**src/rtl/frame_strobe_writer_if.sv**
```systemverilog
// Bundles the stream input and the FrameData/FrameStrobe bus of one fabric column.
//   s_data/s_valid/s_ready : 32-bit configuration word stream (valid/ready handshake)
//   FrameData              : NumRows rows of FrameBitsPerRow bits, row k at [k*FrameBitsPerRow +: FrameBitsPerRow]
//   FrameStrobe            : one-hot frame write strobe (all zero when idle)
//   busy/done/err          : writer status (done/err are single-cycle pulses)
// Modports: master = stream source / status observer, slave = the frame writer.
interface frame_strobe_writer_if #(
  parameter int FrameBitsPerRow = 32,
  parameter int MaxFramesPerCol = 20,
  parameter int NumRows         = 4
);
  logic [FrameBitsPerRow-1:0]         s_data;
  logic                               s_valid;
  logic                               s_ready;
  logic [NumRows*FrameBitsPerRow-1:0] FrameData;
  logic [MaxFramesPerCol-1:0]         FrameStrobe;
  logic                               busy;
  logic                               done;
  logic                               err;

  modport master (output s_data, s_valid,
                  input  s_ready, FrameData, FrameStrobe, busy, done, err);
  modport slave  (input  s_data, s_valid,
                  output s_ready, FrameData, FrameStrobe, busy, done, err);
endinterface

```
**src/rtl/frame_strobe_writer.sv**
```systemverilog
// Frame writer for one fabric column. Takes a header word (sync 8'hA5, frame count-1 in [12:8],
// start frame in [4:0]), then NumRows data words per frame, drives the assembled frame on FrameData
// and pulses the frame's FrameStrobe bit for StrobeWidth cycles with one idle cycle of setup before
// and hold after. Bursts running past the last frame of the column abort with err.
// Ports:
//   UserCLK : clock
//   Reset   : asynchronous, active-high
//   bus     : frame_strobe_writer_if.slave (stream in, FrameData/FrameStrobe/busy/done/err out)
// Optional feature: define FRAME_WRITER_CHECKSUM_EN to require a trailer word after the last frame,
// equal to the XOR of all burst data words; match -> done, mismatch -> err.

// One FrameData row register.
module frame_row_reg #(
  parameter int W = 32
) (
  input  logic         clk,
  input  logic         rst,
  input  logic         we,
  input  logic [W-1:0] d,
  output logic [W-1:0] q
);
  always_ff @(posedge clk or posedge rst)
    if (rst)     q <= '0;
    else if (we) q <= d;
endmodule

module frame_strobe_writer #(
  parameter int FrameBitsPerRow = 32,
  parameter int MaxFramesPerCol = 20,
  parameter int NumRows         = 4,
  parameter int StrobeWidth     = 2
) (
  input logic                  UserCLK,
  input logic                  Reset,
  frame_strobe_writer_if.slave bus
);
  localparam int W   = FrameBitsPerRow;
  localparam int RW  = (NumRows > 1) ? $clog2(NumRows) : 1;
  localparam int SCW = (StrobeWidth > 1) ? $clog2(StrobeWidth) : 1;

  typedef enum logic [2:0] {
    IDLE, LOAD, SETUP, STROBE, HOLD
`ifdef FRAME_WRITER_CHECKSUM_EN
    , CHECK
`endif
  } state_t;

  state_t                     state_q, state_d;
  logic [4:0]                 idx_q, idx_d;
  logic [4:0]                 rem_q, rem_d;
  logic [RW-1:0]              row_q, row_d;
  logic [SCW-1:0]             scnt_q, scnt_d;
  logic [MaxFramesPerCol-1:0] strobe_q, strobe_d, strobe_sel;
  logic                       busy_q, done_q, err_q, done_d, err_d;
  logic [NumRows-1:0][W-1:0]  rows;
  logic [NumRows-1:0]         row_we;
  logic                       accept, load_acc;
  logic                       hdr_ok;
  logic [4:0]                 hdr_f, hdr_n;
`ifdef FRAME_WRITER_CHECKSUM_EN
  logic [W-1:0]               csum_q, csum_d;
`endif

`ifdef FRAME_WRITER_CHECKSUM_EN
  assign bus.s_ready = (state_q == IDLE) | (state_q == LOAD) | (state_q == CHECK);
`else
  assign bus.s_ready = (state_q == IDLE) | (state_q == LOAD);
`endif
  assign accept   = bus.s_valid & bus.s_ready;
  assign load_acc = accept & (state_q == LOAD);
  assign hdr_ok   = (bus.s_data[31:24] == 8'hA5);
  assign hdr_n    = bus.s_data[12:8];
  assign hdr_f    = bus.s_data[4:0];

  // Row storage: packed layout puts row k at bits [k*W +: W], which is exactly the FrameData layout.
  for (genvar k = 0; k < NumRows; k++) begin : g_row
    assign row_we[k] = load_acc & (32'(row_q) == k);
    frame_row_reg #(.W(W)) u_row (
      .clk(UserCLK), .rst(Reset), .we(row_we[k]), .d(bus.s_data), .q(rows[k])
    );
  end
  assign bus.FrameData   = rows;
  assign bus.FrameStrobe = strobe_q;
  assign bus.busy        = busy_q;
  assign bus.done        = done_q;
  assign bus.err         = err_q;

  // Decoded strobe bit for the current frame; idx is always in range once a header is accepted.
  always_comb begin
    strobe_sel = '0;
    for (int i = 0; i < MaxFramesPerCol; i++) strobe_sel[i] = (32'(idx_q) == i);
  end

  always_comb begin
    state_d  = state_q;
    idx_d    = idx_q;
    rem_d    = rem_q;
    row_d    = row_q;
    scnt_d   = scnt_q;
    strobe_d = '0;
    done_d   = 1'b0;
    err_d    = 1'b0;
`ifdef FRAME_WRITER_CHECKSUM_EN
    csum_d   = csum_q;
`endif
    case (state_q)
      IDLE: if (accept) begin
        if (!hdr_ok || 32'(hdr_f) >= MaxFramesPerCol) err_d = 1'b1;
        else begin
          idx_d   = hdr_f;
          rem_d   = hdr_n;
          row_d   = '0;
          state_d = LOAD;
`ifdef FRAME_WRITER_CHECKSUM_EN
          csum_d  = '0;
`endif
        end
      end
      LOAD: if (accept) begin
`ifdef FRAME_WRITER_CHECKSUM_EN
        csum_d = csum_q ^ bus.s_data;
`endif
        if (32'(row_q) == NumRows - 1) begin
          row_d   = '0;
          state_d = SETUP;
        end else row_d = row_q + 1'b1;
      end
      SETUP: begin
        strobe_d = strobe_sel;
        scnt_d   = '0;
        state_d  = STROBE;
      end
      STROBE: begin
        if (32'(scnt_q) == StrobeWidth - 1) state_d = HOLD;
        else begin
          strobe_d = strobe_q;
          scnt_d   = scnt_q + 1'b1;
        end
      end
      HOLD: begin
        if (rem_q == '0) begin
`ifdef FRAME_WRITER_CHECKSUM_EN
          state_d = CHECK;
`else
          done_d  = 1'b1;
          state_d = IDLE;
`endif
        end else if (32'(idx_q) + 1 >= MaxFramesPerCol) begin
          // Burst would run off the column: abort, frames already written stay.
          err_d   = 1'b1;
          state_d = IDLE;
        end else begin
          idx_d   = idx_q + 5'd1;
          rem_d   = rem_q - 5'd1;
          state_d = LOAD;
        end
      end
`ifdef FRAME_WRITER_CHECKSUM_EN
      CHECK: if (accept) begin
        if (bus.s_data == csum_q) done_d = 1'b1;
        else                      err_d  = 1'b1;
        state_d = IDLE;
      end
`endif
      default: state_d = IDLE;
    endcase
  end

  always_ff @(posedge UserCLK or posedge Reset) begin
    if (Reset) begin
      state_q  <= IDLE;
      idx_q    <= '0;
      rem_q    <= '0;
      row_q    <= '0;
      scnt_q   <= '0;
      strobe_q <= '0;
      busy_q   <= 1'b0;
      done_q   <= 1'b0;
      err_q    <= 1'b0;
`ifdef FRAME_WRITER_CHECKSUM_EN
      csum_q   <= '0;
`endif
    end else begin
      state_q  <= state_d;
      idx_q    <= idx_d;
      rem_q    <= rem_d;
      row_q    <= row_d;
      scnt_q   <= scnt_d;
      strobe_q <= strobe_d;
      busy_q   <= (state_d != IDLE);
      done_q   <= done_d;
      err_q    <= err_d;
`ifdef FRAME_WRITER_CHECKSUM_EN
      csum_q   <= csum_d;
`endif
    end
  end
endmodule

```
**src/flat_wrapper.sv**
```systemverilog
// flat-port wrapper written by rule: the top's interface ports become plain ports
module frame_strobe_writer_flat 
#(
  parameter int FrameBitsPerRow = 32,
  parameter int MaxFramesPerCol = 20,
  parameter int NumRows         = 4,
  parameter int StrobeWidth     = 2
)
  (UserCLK, Reset, bus_s_data, bus_s_valid, bus_s_ready, bus_FrameData, bus_FrameStrobe, bus_busy, bus_done, bus_err);
  frame_strobe_writer_if #(.FrameBitsPerRow(FrameBitsPerRow), .MaxFramesPerCol(MaxFramesPerCol), .NumRows(NumRows)) bus_i ();
  input logic UserCLK;
  input logic Reset;
  input wire logic [$bits(bus_i.s_data)-1:0] bus_s_data;
  input wire logic [$bits(bus_i.s_valid)-1:0] bus_s_valid;
  output wire logic [$bits(bus_i.s_ready)-1:0] bus_s_ready;
  output wire logic [$bits(bus_i.FrameData)-1:0] bus_FrameData;
  output wire logic [$bits(bus_i.FrameStrobe)-1:0] bus_FrameStrobe;
  output wire logic [$bits(bus_i.busy)-1:0] bus_busy;
  output wire logic [$bits(bus_i.done)-1:0] bus_done;
  output wire logic [$bits(bus_i.err)-1:0] bus_err;
  assign bus_i.s_data = bus_s_data;
  assign bus_i.s_valid = bus_s_valid;
  assign bus_s_ready = bus_i.s_ready;
  assign bus_FrameData = bus_i.FrameData;
  assign bus_FrameStrobe = bus_i.FrameStrobe;
  assign bus_busy = bus_i.busy;
  assign bus_done = bus_i.done;
  assign bus_err = bus_i.err;
  frame_strobe_writer #(.FrameBitsPerRow(FrameBitsPerRow), .MaxFramesPerCol(MaxFramesPerCol), .NumRows(NumRows), .StrobeWidth(StrobeWidth)) u_core (.UserCLK(UserCLK), .Reset(Reset), .bus(bus_i));
endmodule
```
**config.mk**
```make
export PLATFORM = sky130hd
export DESIGN_NAME = frame_strobe_writer_flat
export DESIGN_NICKNAME = d
export VERILOG_FILES = /design/src/rtl/frame_strobe_writer_if.sv /design/src/rtl/frame_strobe_writer.sv /design/src/flat_wrapper.sv
export SDC_FILE = /design/constraint.sdc
export NUM_CORES = 1
export LEC_CHECK = 0
export ABC_AREA = 1
export CAP_MARGIN = 20
export CORE_ASPECT_RATIO = 0.75
export CORE_MARGIN = 2
export CORE_UTILIZATION = 40
export CTS_CLUSTER_DIAMETER = 40
export DETAILED_ROUTE_END_ITERATION = 10
export PLACE_DENSITY_LB_ADDON = 0.2
export SETUP_SLACK_MARGIN = 0.4
export SKIP_CTS_REPAIR_TIMING = 1
export SLEW_MARGIN = 0
export SYNTH_ARGS = -nofsm -noshare
export SYNTH_HDL_FRONTEND = slang
export SYNTH_SLANG_ARGS = --single-unit
```
**constraint.sdc**
```tcl
create_clock -name UserCLK -period 10.15 [get_ports UserCLK]
set_input_delay 2.03 -clock UserCLK [delete_from_list [all_inputs] [get_ports UserCLK]]
set_output_delay 2.03 -clock UserCLK [all_outputs]
set_load 0.01 [all_outputs]
```
# Yosys cells after proc, flatten, opt, wreduce, memory -nomap -nowiden
# Cells that the tools add are included.
word_totals:
  register_bits: 167
  in_bits: 35
  output_inout_bits: 152
op_classes:
  add_sub_neg: 5
  order_cmp: 2
  n_eq_ne: 33
  muxes: 34
  bitwise: 7
  reduce_logical: 12
ops:
  columns: ["cell", "count"]
  rows:
  - ["$eq 5x4->1 const B", 8]
  - ["$mux 5", 8]
  - ["$pmux 20 s2", 1]
  - ["$ge 32x5->1 const B", 1]
  - ["$eq 5x3->1 const B", 4]
  - ["$eq 5x5->1 const B", 4]
  - ["$mux 20", 1]
  - ["$pmux 5 s2", 2]
  - ["$mux 3", 6]
  - ["$pmux 3 s5", 1]
  - ["$eq 5x2->1 const B", 2]
  - ["$logic_not 5->1", 2]
  - ["$eq 8x8->1 const B", 1]
  - ["$mux 1", 8]
  - ["$mux 2", 4]
  - ["$add 5x1->6 const B", 1]
  - ["$and 1x1->1", 6]
  - ["$eq 3x2->1 const B", 2]
  - ["$ne 2x1->1 const B", 3]
  - ["$ne 2x2->1 const B", 3]
  - ["$reduce_bool 2->1", 3]
  - ["$add 5x1->5 const B", 1]
  - ["$eq 5x1->1 const B", 1]
  - ["$ge 5x5->1 const B", 1]
  - ["other kinds (17)", 19]

# Depth between registers and ports, before layout
depth:
  word_depth: 7
  ltp_mapped: 12

# Hierarchy
# A second synthesis with hierarchy kept.
hier_totals:
  hier_cells: 815
  area_unflattened_um2: 7314.5
modules_own_cells:
  columns: ["module", "n_inst", "cells_each", "area_each_um2"]
  rows:
  - ["frame_row_reg", 4, 137, 1296.2]
  - ["frame_strobe_writer", 1, 267, 2129.5]

# Worst setup path before layout
# Ideal clock, no wire load.
synth_timing:
  kind: "register -> output"
  from: "register u_core.state_q[2]"
  to: "output bus_s_ready"
  t_arrival_ns: 0.902
  slack_ns: 7.218
  stages_incl_launch_ff: 4
  n_path_buf: 0
  path_cell_list: "dfrtp_1 nor3_2 inv_2 o21ai_0"
synth_between:
  elab_chain_cells: 2
  word_cells_on_any_way: 3
  cone_classes: "eq/ne: 1; bitwise: 1; reduce/logical: 1"
synth_lines:
  columns: ["item", "line_no", "source"]
  rows:
  - ["start: declaration", "frame_strobe_writer.sv:48", "state_t state_q, state_d;"]
  - ["start signal: assignment", "frame_strobe_writer.sv:184", "state_q <= state_d;"]
  - ["$eq 3x1->1 / $logic_not 3->1 (equally long branches)", "frame_strobe_writer.sv:67", "assign bus.s_ready = (state_q == IDLE) | (state_q == LOAD);"]
  - ["$or 1x1->1 (*)", "frame_strobe_writer.sv:67", null]
  - ["end: declaration", "flat_wrapper.sv:15", "output wire logic [$bits(bus_i.s_ready)-1:0] bus_s_ready;"]
# Mark *: on every way between the ends. The rest lies on a longest branch, timed or not.

# Final worst setup path
# Ends and elaborated chain as after synthesis.

==> out/results.md <==
GRT
• sum of overflow across all layers after global routing: 0
• number of antenna violations at the first check in global routing: 0
• global-route wire length before repair: 27540 um
• maximum number of pins on one net before global-route repair: 100
• number of global-route vias before repair: 4953
• GRT Overall Usage: 19.74%

Timing
• Final Hold Viols: 0
• Fmax achieved: 0.2533 GHz
• Slew headroom: 39.63%
• number of slew-limit violations in the final report: 0
• slew of the pin with the lowest slew margin: 0.9055 ns
• final count of negative-setup-slack endpoints: 0
• unrepaired setup endpoints after global routing: false
• clk_skew: 0.007882 ns
• share of the cycle needed by the critical path after routing: 38.90%
• Setup TNS Final: 0 ns
• clock period minus final worst setup slack: 3.948 ns
• hold slack final: 0.4677 ns
• worst path setup slack after routing: 6.202 ns

Cells and area
• nets: 922
• most common library cell in the layout ignoring fill and taps: sky130_fd_sc_hd__nand2_1
• footprint of the multi-input gates: 0.002158 mm^2
• fill cell instance count of the final layout: 1502
• fraction of layout cells with a size suffix above 1: 7.312%
• Antenna Diode Count: 0
• area of all sequential standard cells: 0.004179 mm^2
• post-layout instance count excluding filler cells: 1104
• Area growth syn-to-layout: 36.82%
• top library cells by usage in the layout, fill and taps aside: sky130_fd_sc_hd__nand2_1, sky130_fd_sc_hd__clkdlybuf4s50_1, sky130_fd_sc_hd__dfrtp_1, sky130_fd_sc_hd__o21ai_0, sky130_fd_sc_hd__inv_1

Status
• result of the run: finished, final reports clean

Synth
• netlist area before placement: 0.006813 mm^2
• multiplexer share of the synthesized area: 0%
• post-synthesis register bit count: 167
• combinational family with the most area after synthesis: simple AND/OR/NAND/NOR gates
• simple-gate area share of the yosys netlist: 16.05%
• Adder-Cell Fraction of Synth Area: 2.020%
• Post-Syn Nets: 748
• Yosys warnings: 0
• compound-cell area share of the yosys netlist: 13.48%
• sequential-to-total area share from yosys stat: 61.34%
• synthesized instance count: 702
• xor and xnor area share after synthesis: 0.1286%
• Mean Syn Cell Area: 9.705 um^2
• Unique masters post-synth: 22

CTS
• clock slew at the register clock pins of the worst setup and hold paths: 0.06 ns
• count of H-tree levels built during CTS: 4
• number of buffers created by CTS: 17
• CTS root buffer: sky130_fd_sc_hd__clkbuf_16
• maximum clock insertion buffer count: 2
• TritonCTS clock tree: built
• total number of clock tree sinks: 167
• worst-skew pair later-pin latency: 0.42 ns

Place
• count of input and output buffers: 186
• Setup Slack @ Placement: 5.955 ns
• Placed Cells: 1072
• RePlAce Congestion: 0.8044
• HPWL after detailed placement: 11650 um

Route
• first-pass detailed-route iteration total: 5
• average vias per placed instance: 4.751
• via total after detailed routing: 5245
• post-DR wirelength/cell: 15.64 um
• Routed Antenna Nets: 0
• Iteration-0 DRC Markers: 380
• Total Wirelength: 17270 um
• DR DRC count: 0

Worst hold path
• path type of the worst min-delay path: register to register

Critical path
• CP required: 8.12 ns
• critical path launch point type: register
• count of buffer and inverter cells on the critical path: 2
• worst endpoint data arrival time: 1.92 ns
• CP endpoint kind: primary output
• category of the most critical setup path: register to primary output
• critical path's top delay family: buffers and inverters
• highest cell delay on the worst timing path: 0.58 ns
• cell with the largest stage delay on the worst path: sky130_fd_sc_hd__clkdlybuf4s50_1
• CP max FO: 6
• series of cell instances along the critical path: nor3_2, inv_2, o21ai_0, clkdlybuf4s50_1

Pwr
• power density over the cells: 309.4 mW/mm^2
• total power draw: 2885 uW
• IR drop worst, VDD: 161.5 uV
• static leakage: 0.004429 uW

Floorplanning
• die extent in y: 117.0 um
• # rows: 41
• effective utilization at floorplan: 40.74%
• die width: 154.7 um
• number of ports placed on the die boundary: 187
• overall die area: 0.01810 mm^2
• core area: 0.01672 mm^2

Flow run
• reported max-cap violation count: 0

## layer usage
| layer | part of all wire (%) | GRT usage, % | wire length [um] | vias up |
|---|---|---|---|---|
| li1 | - | - | - | 2611 |
| met1 | 52 | 30.06 | 9043 | 2476 |
| met2 | 40 | 26.49 | 6963 | 152 |
| met3 | 6.8 | 6.811 | 1175 | 6 |
| met4 | 0.49 | 5.494 | 85 | 0 |
| met5 | 0 | 0 | 0 | - |
## path summary, 6_finish.rpt
kind | start | end | slack (ns) | cells after the start
max | u_core.state_q[2] | bus_s_ready | 6.20 | 4
min | u_core.bus.FrameStrobe[15] | u_core.bus.FrameStrobe[15] | 0.47 | 2
max reg2reg | u_core.idx_q[0] | u_core.rem_q[1] | 7.84 | 11
min reg2reg | u_core.bus.FrameStrobe[15] | u_core.bus.FrameStrobe[15] | 0.47 | 2
max in group asynchronous | Reset | u_core.g_row[1].u_row.q[8] | 6.49 | 3
min in group asynchronous | Reset | u_core.g_row[0].u_row.q[14] | 2.20 | 2
## layout make-up
| class | count | area share [%] |
|---|---|---|
| clock inverter | 12 | 1.517 |
| timing repair buffer | 187 | 20.05 |
| multi-input combinational | 441 | 23.15 |
| inverter | 62 | 2.550 |
| clock buffer | 20 | 5.007 |
| sequential | 167 | 44.83 |
| tap | 215 | 2.886 |
## Yosys cell counts
| library cell | instances | area (um^2) |
|---|---|---|
| sky130_fd_sc_hd__a21oi_1 | 2 | 10.01 |
| sky130_fd_sc_hd__a32o_1 | 4 | 40.04 |
| sky130_fd_sc_hd__buf_2 | 14 | 70.07 |
| sky130_fd_sc_hd__buf_4 | 2 | 15.01 |
| sky130_fd_sc_hd__buf_6 | 13 | 146.4 |
| sky130_fd_sc_hd__clkbuf_1 | 3 | 11.26 |
| sky130_fd_sc_hd__dfrtp_1 | 167 | 4179 |
| sky130_fd_sc_hd__ha_1 | 11 | 137.6 |
| sky130_fd_sc_hd__inv_1 | 60 | 225.2 |
| sky130_fd_sc_hd__inv_2 | 2 | 7.510 |
| sky130_fd_sc_hd__nand2_1 | 209 | 784.5 |
| sky130_fd_sc_hd__nand2_2 | 1 | 6.260 |
| sky130_fd_sc_hd__nand2_4 | 4 | 45.04 |
| sky130_fd_sc_hd__nand3_1 | 27 | 135.1 |
| sky130_fd_sc_hd__nor2_1 | 18 | 67.56 |
| sky130_fd_sc_hd__nor2_8 | 1 | 20.02 |
| sky130_fd_sc_hd__nor3_1 | 5 | 25.02 |
| sky130_fd_sc_hd__nor3_2 | 1 | 10.01 |
| sky130_fd_sc_hd__o21ai_0 | 79 | 395.4 |
| sky130_fd_sc_hd__o21ai_1 | 56 | 280.3 |
| sky130_fd_sc_hd__o21ai_2 | 22 | 192.7 |
| sky130_fd_sc_hd__xnor2_1 | 1 | 8.760 |
## metrics by stage
| step | instance area [um^2] | util, % |
|---|---|---|
| 6_report | 9321 | 55.74 |
| 5_1_grt | 9321 | 55.74 |
| 4_1_cts | 9321 | 55.74 |
| 3_5_place_dp | 8713 | 52.10 |
| 3_3_place_gp | 8713 | 52.10 |
| 2_1_floorplan | 6813 | - |
## worst register-to-register path: cells and delay by family (launching register included)
kind          cells  cell delay, ns
buf+inv           2            0.12
fa+ha+maj         2            0.62
flops             1            0.47
simple gates      7            0.99
## kinds of logic (layout without fill, tap and decap cells)
| kind of cell | after synthesis | in the layout |
|---|---|---|
| AOI/OAI and AO/OA | 163 | 163 |
| xor gates and xnor gates | 1 | 1 |
| adders and majority gates | 11 | 11 |
| buffers and inverters | 94 | 281 |
| DFF | 167 | 167 |
| and+or+nand+nor | 266 | 266 |
## sequential cells by signal, indices dropped and copies added, names as in the netlist, 2 cells and up
name and flops:
u_core.row_q 2, u_core.state_q 3, u_core.g_row.u_row.q 128, u_core.idx_q 5, u_core.bus.FrameStrobe 20, u_core.rem_q 5
## power breakdown
part           total, uW  internal [uW]  switching, uW
Sequential          1090            928            162
Combinational       1130            573            558
Clock                664            386            278
Power figures use the tool's default switching activity.
